`src/rtl/range_uart_pkg.sv`:
```
// Shared FSM state type, report byte constants and byte/parity helpers for range_uart_reporter.
package range_uart_pkg;

    typedef enum logic [2:0] {
        IDLE   = 3'd0,
        START  = 3'd1,
        DATA   = 3'd2,
        PARITY = 3'd3,
        STOP   = 3'd4
    } state_e;

    localparam logic [7:0] STATUS_OK     = 8'hA5;
    localparam logic [7:0] STATUS_ERR    = 8'hEE;
    localparam logic [7:0] ERR_PAYLOAD   = 8'h00;
    localparam int         BITS_PER_BYTE = 8;

    function automatic logic [7:0] status_byte(input logic err);
        return err ? STATUS_ERR : STATUS_OK;
    endfunction

    // An errored measurement carries no meaningful range, so its payload is forced to a constant.
    function automatic logic [7:0] payload_byte(input logic err, input logic [7:0] rng);
        return err ? ERR_PAYLOAD : rng;
    endfunction

    function automatic logic even_parity(input logic [7:0] b);
        return ^b;
    endfunction

endpackage

```
`src/rtl/uart_bit_timer.sv`:
```
// Per-bit cycle counter: bit_done pulses on the last cycle of every CLKS_PER_BIT-cycle bit period.
module uart_bit_timer #(
    parameter int CLKS_PER_BIT = 434
) (
    input  logic clk,
    input  logic rst_n,
    input  logic restart,
    output logic bit_done
);

    localparam int            CW   = (CLKS_PER_BIT > 1) ? $clog2(CLKS_PER_BIT) : 1;
    localparam logic [CW-1:0] LAST = CW'(CLKS_PER_BIT - 1);

    logic [CW-1:0] cnt_q;
    logic [CW-1:0] cnt_d;

    // Hold at zero while restarting so the first bit after restart gets its full period.
    always_comb begin
        cnt_d = cnt_q;
        if (restart) begin
            cnt_d = '0;
        end else if (cnt_q == LAST) begin
            cnt_d = '0;
        end else begin
            cnt_d = cnt_q + CW'(1);
        end
    end

    // Counter register.
    always_ff @(posedge clk or negedge rst_n) begin
        if (!rst_n) begin
            cnt_q <= '0;
        end else begin
            cnt_q <= cnt_d;
        end
    end

    assign bit_done = !restart && (cnt_q == LAST);

endmodule

```
`src/rtl/range_uart_reporter.sv`:
```
// Latches a range result on valid/ready and sends a 2-byte status+payload report over UART (8N1, LSB first).
// Define RANGE_UART_PARITY_EN to insert an even-parity bit after each data byte.
module range_uart_reporter
    import range_uart_pkg::*;
#(
    parameter int CLKS_PER_BIT = 434
) (
    input  logic       clk,
    input  logic       rst_n,
    input  logic [7:0] range_in,
    input  logic       error_in,
    input  logic       valid_in,
    output logic       ready_out,
    output logic       tx,
    output logic       busy,
    output logic       overrun
);

    state_e      state_q;
    logic        tx_q;
    logic        ready_q;
    logic        overrun_q;
    logic [7:0]  range_q;
    logic        error_q;
    logic [7:0]  shift_q;
    logic [2:0]  bit_idx_q;
    logic        byte_idx_q;
`ifdef RANGE_UART_PARITY_EN
    logic        parity_q;
`endif

    logic        timer_restart_s;
    logic        bit_done_s;

    assign timer_restart_s = (state_q == IDLE);

    uart_bit_timer #(
        .CLKS_PER_BIT(CLKS_PER_BIT)
    ) u_bit_timer (
        .clk      (clk),
        .rst_n    (rst_n),
        .restart  (timer_restart_s),
        .bit_done (bit_done_s)
    );

    // Report FSM; tx, ready and overrun are registered alongside the state they belong to.
    always_ff @(posedge clk or negedge rst_n) begin
        if (!rst_n) begin
            state_q    <= IDLE;
            tx_q       <= 1'b1;
            ready_q    <= 1'b1;
            overrun_q  <= 1'b0;
            range_q    <= 8'h00;
            error_q    <= 1'b0;
            shift_q    <= 8'h00;
            bit_idx_q  <= 3'd0;
            byte_idx_q <= 1'b0;
`ifdef RANGE_UART_PARITY_EN
            parity_q   <= 1'b0;
`endif
        end else begin
            if (valid_in && !ready_q) begin
                overrun_q <= 1'b1;
            end

            case (state_q)
                IDLE: begin
                    if (valid_in && ready_q) begin
                        range_q    <= range_in;
                        error_q    <= error_in;
                        shift_q    <= status_byte(error_in);
`ifdef RANGE_UART_PARITY_EN
                        parity_q   <= even_parity(status_byte(error_in));
`endif
                        byte_idx_q <= 1'b0;
                        bit_idx_q  <= 3'd0;
                        tx_q       <= 1'b0;
                        ready_q    <= 1'b0;
                        state_q    <= START;
                    end
                end

                START: begin
                    if (bit_done_s) begin
                        tx_q      <= shift_q[0];
                        shift_q   <= {1'b0, shift_q[7:1]};
                        bit_idx_q <= 3'd0;
                        state_q   <= DATA;
                    end
                end

                DATA: begin
                    if (bit_done_s) begin
                        if (bit_idx_q == 3'(BITS_PER_BYTE - 1)) begin
`ifdef RANGE_UART_PARITY_EN
                            tx_q    <= parity_q;
                            state_q <= PARITY;
`else
                            tx_q    <= 1'b1;
                            state_q <= STOP;
`endif
                        end else begin
                            tx_q      <= shift_q[0];
                            shift_q   <= {1'b0, shift_q[7:1]};
                            bit_idx_q <= bit_idx_q + 3'd1;
                        end
                    end
                end

`ifdef RANGE_UART_PARITY_EN
                PARITY: begin
                    if (bit_done_s) begin
                        tx_q    <= 1'b1;
                        state_q <= STOP;
                    end
                end
`endif

                STOP: begin
                    if (bit_done_s) begin
                        if (!byte_idx_q) begin
                            // Payload start bit follows the status stop bit with no idle gap.
                            shift_q    <= payload_byte(error_q, range_q);
`ifdef RANGE_UART_PARITY_EN
                            parity_q   <= even_parity(payload_byte(error_q, range_q));
`endif
                            byte_idx_q <= 1'b1;
                            tx_q       <= 1'b0;
                            state_q    <= START;
                        end else begin
                            tx_q    <= 1'b1;
                            ready_q <= 1'b1;
                            state_q <= IDLE;
                        end
                    end
                end

                default: begin
                    tx_q    <= 1'b1;
                    ready_q <= 1'b1;
                    state_q <= IDLE;
                end
            endcase
        end
    end

    assign ready_out = ready_q;
    assign busy      = ~ready_q;
    assign tx        = tx_q;
    assign overrun   = overrun_q;

endmodule

```
`config.mk`:
```
export PLATFORM = sky130hd
export DESIGN_NAME = range_uart_reporter
export DESIGN_NICKNAME = d
export VERILOG_FILES = /design/src/rtl/range_uart_pkg.sv /design/src/rtl/uart_bit_timer.sv /design/src/rtl/range_uart_reporter.sv
export SDC_FILE = /design/constraint.sdc
export NUM_CORES = 1
export LEC_CHECK = 0
export ABC_AREA = 1
export CAP_MARGIN = 20
export CORE_ASPECT_RATIO = 0.5
export CORE_MARGIN = 2
export CORE_UTILIZATION = 57
export CTS_CLUSTER_DIAMETER = 30
export DETAILED_ROUTE_END_ITERATION = 10
export PLACE_DENSITY = 0.84
export REMOVE_ABC_BUFFERS = 1
export SETUP_SLACK_MARGIN = 0.05
export SYNTH_ARGS = -nofsm -noshare
export SYNTH_HDL_FRONTEND = slang
export SYNTH_HIERARCHICAL = 1
export SYNTH_SLANG_ARGS = --single-unit
export TNS_END_PERCENT = 20
```
`constraint.sdc`:
```
create_clock -name clk -period 2 [get_ports clk]
set_input_delay 0.4 -clock clk [delete_from_list [all_inputs] [get_ports clk]]
set_output_delay 0.4 -clock clk [all_outputs]
set_load 0.1 [all_outputs]
```
==> results of run 1 <==
## state kept, by name, indices dropped and copies added (netlist names)
register / flops
tx: 1
range_q: 8
error_q: 1
overrun: 1
bit_idx_q: 3
u_bit_timer/cnt_q: 9
state_q: 3
shift_q: 8
ready_out: 1
byte_idx_q: 1
## power groups by stage
stage / clock network (mW) / logic, mW / registers, mW
after floorplan: 0 / 0.685 / 1.21
after global placement: 0 / 1.08 / 1.12
after detailed placement: 0 / 1.11 / 1.13
after CTS: 0.643 / 1.12 / 1.11
after global routing: 0.668 / 1.24 / 1.14
final: 0.635 / 1.12 / 1.11
## per-stage QoR
stage | utilization [%] | cells | hold slack (ns) | TNS [ns] | cell area (um^2)
after floorplan | - | 248 | 0.104 | 0 | 1940
after global placement | 70.4 | 308 | 0.442 | 0 | 2210
after detailed placement | 70.4 | 308 | 0.446 | -0.00500 | 2210
after CTS | 74.0 | 316 | 0.462 | 0 | 2320
after global routing | 74.4 | 316 | 0.491 | 0 | 2330
final | 74.4 | 316 | 0.456 | 0 | 2330
## layout by cell type (no fill, tap or decap), drive strengths merged
cell	instances
a21oi	9
nor3	1
o22ai	1
inv	24
o21ai	13
a21o	1
o2111ai	2
bufinv	1
xnor2	1
ha	4
xor2	1
nor3b	1
nand3	18
clkbuf	6
buf	9
nand2	106
dfrtp	34
nor2	26
nand4	1
or2	2
clkinv	2
clkdlybuf4s50	11
dfstp	2
## per-layer routing
metal	up-vias	GRT usage, %	routed length [um]
met1	775	28.3	1800
li1	840	-	-
met2	38	41.7	2020
met5	-	0	0
met3	5	5.07	153
met4	0	9.69	37
## cell families (layout without fill, tap and decap cells)
logic type,count (synthesis),count (layout),share of synthesized area [%]
simple gates,155,155,37.5
flops,36,36,46.1
buf+inv,27,53,5.68
compound gates,26,26,7.22
fa+ha+maj,4,4,2.55
xor+xnor,2,2,0.894
## final cells by class
type / count / area [um^2] / area share [%]
clock buffer: 6 / 72.6 / 3.11
clock inverter: 2 / 35.0 / 1.50
inverter: 25 / 95.1 / 4.08
multi-input combinational: 187 / 962 / 41.2
sequential: 36 / 903 / 38.7
tap: 40 / 50.0 / 2.14
timing repair buffer: 20 / 215 / 9.22
## worst max path at each step
| stage | startpoint | end | slack [ns] | cells after the start |
|---|---|---|---|---|
| CTS | u_bit_timer/cnt_q[1] | state_q[2] | 0.05 | 14 |
| global placement | u_bit_timer/cnt_q[1] | state_q[2] | 0.08 | 14 |
| finish | u_bit_timer/cnt_q[1] | state_q[2] | 0.20 | 14 |
| global route | u_bit_timer/cnt_q[1] | shift_q[1] | 0.04 | 11 |
| floorplan | ready_out | range_q[0] | 0.07 | 5 |
| detailed placement | u_bit_timer/cnt_q[1] | state_q[2] | -0.005 | 14 |
## timing repair
| item | 4_1_cts | 5_1_grt |
|---|---|---|
| setup endpoints to repair | 12 | 16 |
| resized for setup | 2 | 5 |
| cloned | 0 | 0 |
## critical path, cell delays in order (launching register included)
cell     delay (ns)
dfrtp_1        0.41
inv_1          0.09
ha_1           0.14
nand2_1        0.07
nor2_2         0.17
nand2_4        0.10
nor2_4         0.12
inv_2          0.08
nand3_2        0.12
nand2_1        0.09
inv_2          0.08
nand2_1        0.07
inv_1          0.07
nand3_1        0.07
nand2_1        0.07
==> results_dict.tcl, run 1 <==
set metrics [dict create \
    avgViaCountPerCell 5.25 \
    wire_per_inst_um 12.7 \
    synthTopCellsByCount "nand2_1 (97), dfrtp_1 (34), inv_1 (22)" \
    routed-via-count 1658 \
    synth_top_area_share_pct 43.4 \
    syn_area_per_cell_um2 7.84 \
    postCtsSetupRepairBufs 0 \
    p_seq_share_pct 38.8 \
    cap_violations 0 \
    outcome "completed" \
    worstSetupPathType "flip-flop to flip-flop" \
    fmax_ghz 0.557 \
    dp_slack_ns -0.00500 \
    hold_end "overrun" \
    grt_overflow 0 \
    syn_inst 250 \
    clkPwrFrac_pct 22.1 \
    cts_tree "done" \
    grt_antenna_before_repair 0 \
    clock_latency_ns 0.29 \
    drtAntennaViolNets 0 \
    sw_frac_of_total_pct 39.2 \
    worst_slew_pin_slew_ns 0.459 \
    final_hold_viol_count 0 \
    syn_to_final_growth_pct 19.1 \
    synth.area.top_cells "dfrtp_1 (43%), nand2_1 (19%), inv_1 (4.2%)" \
    grt_pass1_vias 1580 \
    dr.pass1.iters 4 \
    grt_max_degree 37 \
    core_area_um2 3140 \
    ios 16 \
    start_kind "flip-flop" \
    drc 0 \
    finalMaxSlewViolations 0 \
    cts_buffer_depth 2 \
    p_int_mw 1.74 \
    min_path_type "flip-flop to flip-flop" \
    arrival_ns 2.03 \
    fin_ws_ns 0.204 \
    r2r_slack_ns 0.20 \
    p_switching_mw 1.13 \
    finalWirelength_um 4020 \
    fillerInstances 248 \
    synth.most_common_cell "nand2_1" \
    worstHoldStart "overrun" \
    io_buffers 15 \
    cts.sinks 36 \
    die_h_um 45.5 \
    pwr-share-comb_pct 39.0 \
    synth_edf_count 0 \
    cp_max_fo 5 \
    min_period_over_period_pct 89.8 \
    ir_drop_uv 675 \
    crit_path_end_kind "flip-flop" \
    r2r_end "state_q[2]" \
    rsz0062_at_grt "false" \
    critPathRequiredTime_ns 2.24 \
    seq_area_frac_synth_pct 46.1 \
    cts_max_level 2 \
    yosysUniqueCellTypes 29 \
    setup-violations-final 0 \
    die_area_um2 3950 \
    finalNetCount 291 \
    grt_usage_pct 23.4 \
    n_antenna_cell 0 \
    rows 14 \
    async_flop_share_pct 100 \
    ff2ff_path_depth 14 \
    power_mw 2.87 \
    die_w_um 86.9 \
    r2r_start "u_bit_timer/cnt_q[1]" \
    synth_seq_cells 36 \
    drive_gt1_share_pct 18.8 \
    synth_area_um2 1960 \
    p_leak_nw 1.20 \
    power_density_nw_per_um2 1230 \
    cts.clk_slew.worst_paths_ns 0.08 \
    max_slew_margin_pct 69.4 \
    hold_depth 1 \
    cts_buffers 5 \
    cts-root-buf "clkbuf_8" \
    ys.flop_type "dfrtp_1" \
    finClkSkew_ns 0.00847 \
    postCtsHoldBufs 0 \
    synth_warnings 6 \
    timing.final.crit_period_ns 1.80 \
    synth_top_area_cell "dfrtp_1" \
    initial_utilization_pct 62.5 \
    routabilityCongestion 0.889 \
    dp_hpwl_um 2920 \
    grt_pass1_wl_um 6910 \
    drtIter0Drc 91 \
]
Power figures use the tool's default switching activity.
==> run 2, diff against run 1 <==
CTS_CLUSTER_DIAMETER = default   (was 30)
==> results of run 2 <==
No change in the layout: final DEF, timing and power equal those of run 1.
==> run 3, diff against run 2 <==
ABC_AREA = default   (was 1)
PLACE_DENSITY = 0.85   (was 0.84)
==> run 3 against run 2 <==
Sequential power down 34%. Via count fell by 11%. Die area down 5.1%. Critical path depth shrank 6. Cell area up 0.43%.
==> results_dict.tcl, run 3 <==
set metrics [dict create \
    seq_area_frac_synth_pct 48.8 \
    cp_slowest_stage_delay_ns 0.40 \
    grt_pass1_vias 1499 \
    ys.flop_type "dfrtp_1" \
    die_w_um 84.6 \
    synth_seq_cells 36 \
    synth_top_area_cell "dfrtp_1" \
    cap_violations 0 \
    drtIter0Drc 118 \
    wire_per_inst_um 17.1 \
    grt_antenna_before_repair 0 \
    syn_to_final_growth_pct 26.5 \
    instances_no_fill 248 \
    min_period_over_period_pct 99.7 \
    critPathSlowestCell "dfrtp_1" \
    initial_utilization_pct 60.8 \
    fillerInstances 181 \
    power_density_nw_per_um2 558 \
    final_cell_mix "dfrtp_1 (34), buf_4 (24), mux2_2 (17), nor2_1 (14), a21oi_1 (13)" \
    top_regs "u_bit_timer/cnt_q x9, range_q x8, shift_q x8" \
    power_mw 1.31 \
    synth_area_um2 1850 \
    largest-register "u_bit_timer/cnt_q" \
    synth.area.top_cells "dfrtp_1 (46%), mux2_2 (10%), a21oi_1 (3.5%)" \
    dp_hpwl_um 2840 \
    synth.most_common_cell "dfrtp_1" \
    cts.clk_slew.worst_paths_ns 0.08 \
    rows 14 \
    die_h_um 44.3 \
    grt_pass1_wl_um 7040 \
    dr.pass1.iters 5 \
    cts.sinks 36 \
    max_slew_margin_pct 67.9 \
    grt_max_degree 37 \
    critPathRequiredTime_ns 2.18 \
    cts-root-buf "clkbuf_8" \
    cts_tree "done" \
    setup-violations-final 0 \
    min_path_type "flip-flop to flip-flop" \
    finClkSkew_ns 0.0121 \
    clock_latency_ns 0.30 \
    rsz0062_at_grt "true" \
    largest_reg_flops 9 \
    worstSetupPathType "flip-flop to flip-flop" \
    async_flop_share_pct 100 \
    crit_buf_inv 2 \
    holdWs_ns 0.474 \
    drc 0 \
    cts_buffer_depth 2 \
    post_dp_cell_area_um2 2180 \
    ir_drop_uv 578 \
    io_buffers 15 \
    seq_area_um2 903 \
    synth_edf_count 0 \
    outcome "completed" \
    ios 16 \
    synthTopCellsByCount "dfrtp_1 (34), mux2_2 (17), nor2_1 (14)" \
    crit_path_end_kind "flip-flop" \
    fin_ws_ns 0.00553 \
    grt_overflow 0 \
    dp_slack_ns -0.202 \
    p_leak_nw 1.10 \
    syn_area_per_cell_um2 10.9 \
    arrival_ns 2.17 \
    cp_max_fo 5 \
    final_common_cell "dfrtp_1" \
    grt_usage_pct 24.9 \
    finalMaxSlewViolations 0 \
    worst_slew_pin_slew_ns 0.481 \
    cp_top_family "simple AND/OR/NAND/NOR gates" \
    avgViaCountPerCell 5.95 \
    fin_area_um2 2340 \
    finalNetCount 223 \
    core_area_um2 3050 \
    cts_buffers 5 \
    start_kind "flip-flop" \
    synth_top_area_share_pct 45.9 \
    routed-via-count 1475 \
    cts_max_level 2 \
    drtAntennaViolNets 0 \
    yosysUniqueCellTypes 42 \
    finalWirelength_um 4240 \
    drive_gt1_share_pct 29.3 \
    die_area_um2 3750 \
    multi_input_area_um2 940 \
    syn_inst 170 \
    n_antenna_cell 0 \
    timing.final.crit_period_ns 1.99 \
    postCtsHoldBufs 0 \
    fmax_ghz 0.501 \
    dp_cells 238 \
    routabilityCongestion 0.814 \
    final_hold_viol_count 0 \
    synth_warnings 6 \
    worstPathCellList "inv_1 > ha_1 > nand2_2 > nor4_4 > nor4b_4 > buf_4 > o221ai_4 > mux2_2" \
]
==> run 3: changes by cell type after synthesis, sizes merged, moves of 5 or more <==
cell,before,now
mux2,0,17
inv,24,8
nand3,18,4
o21ai,13,5
or3,0,5
nor2,26,14
nand2,106,9
==> run 3: layout make-up <==
class	instances	area share (%)
clock buffers	8	3.84
repair buffers	37	14.1
multi-input cells	119	40.1
flip-flops and latches	36	38.5
well taps	40	2.14
inverters	8	1.28
==> run 3: logic make-up after synthesis <==
kind of cell	synth area share (%)
AO/OA/AOI/OAI	15.7
XOR/XNOR	2.30
adder cells (fa/ha/maj)	2.70
buffers and inverters	3.85
flip-flops	48.8
multiplexers	12.0
AND/OR/NAND/NOR	14.7
==> run 3: power breakdown <==
part / switching [mW] / internal [mW] / leakage, nW / total (mW)
Clock: 0.256 / 0.281 / 0.0455 / 0.537
Combinational: 0.0203 / 0.0226 / 0.604 / 0.0429
Sequential: 0 / 0.728 / 0.456 / 0.728
==> run 3: path summary, 6_finish.rpt <==
check / start / to / slack [ns] / cells after the start
setup reg to reg: u_bit_timer/cnt_q[1] / shift_q[6] / 0.006 / 8
min in group asynchronous: rst_n / error_q / 0.52 / 2
max in group asynchronous: rst_n / tx / 1.13 / 2
hold / removal: overrun / overrun / 0.47 / 1
hold reg to reg: overrun / overrun / 0.47 / 1
setup / recovery: u_bit_timer/cnt_q[1] / shift_q[6] / 0.006 / 8
==> run 3: per-layer routing <==
| layer | track usage [%] | wire length, um |
|---|---|---|
| met3 | 6.16 | 184 |
| met1 | 30.7 | 1850 |
| met4 | 10.2 | 58 |
| met5 | 0 | 0 |
| met2 | 43.5 | 2150 |
==> run 3: timing repair <==
action	CTS	global route
buffers inserted	0	1
endpoints found under the setup margin	12	12
cloned	1	0
resized for setup	5	3
pin swaps	1	2
==> run 3: per-stage QoR <==
stage / TNS, ns / utilization [%]
after floorplan: -12.00 / -
after global placement: -0.590 / 71.7
after detailed placement: -1.35 / 71.7
after CTS: 0 / 76.3
after global routing: -0.503 / 76.9
final: 0 / 76.9
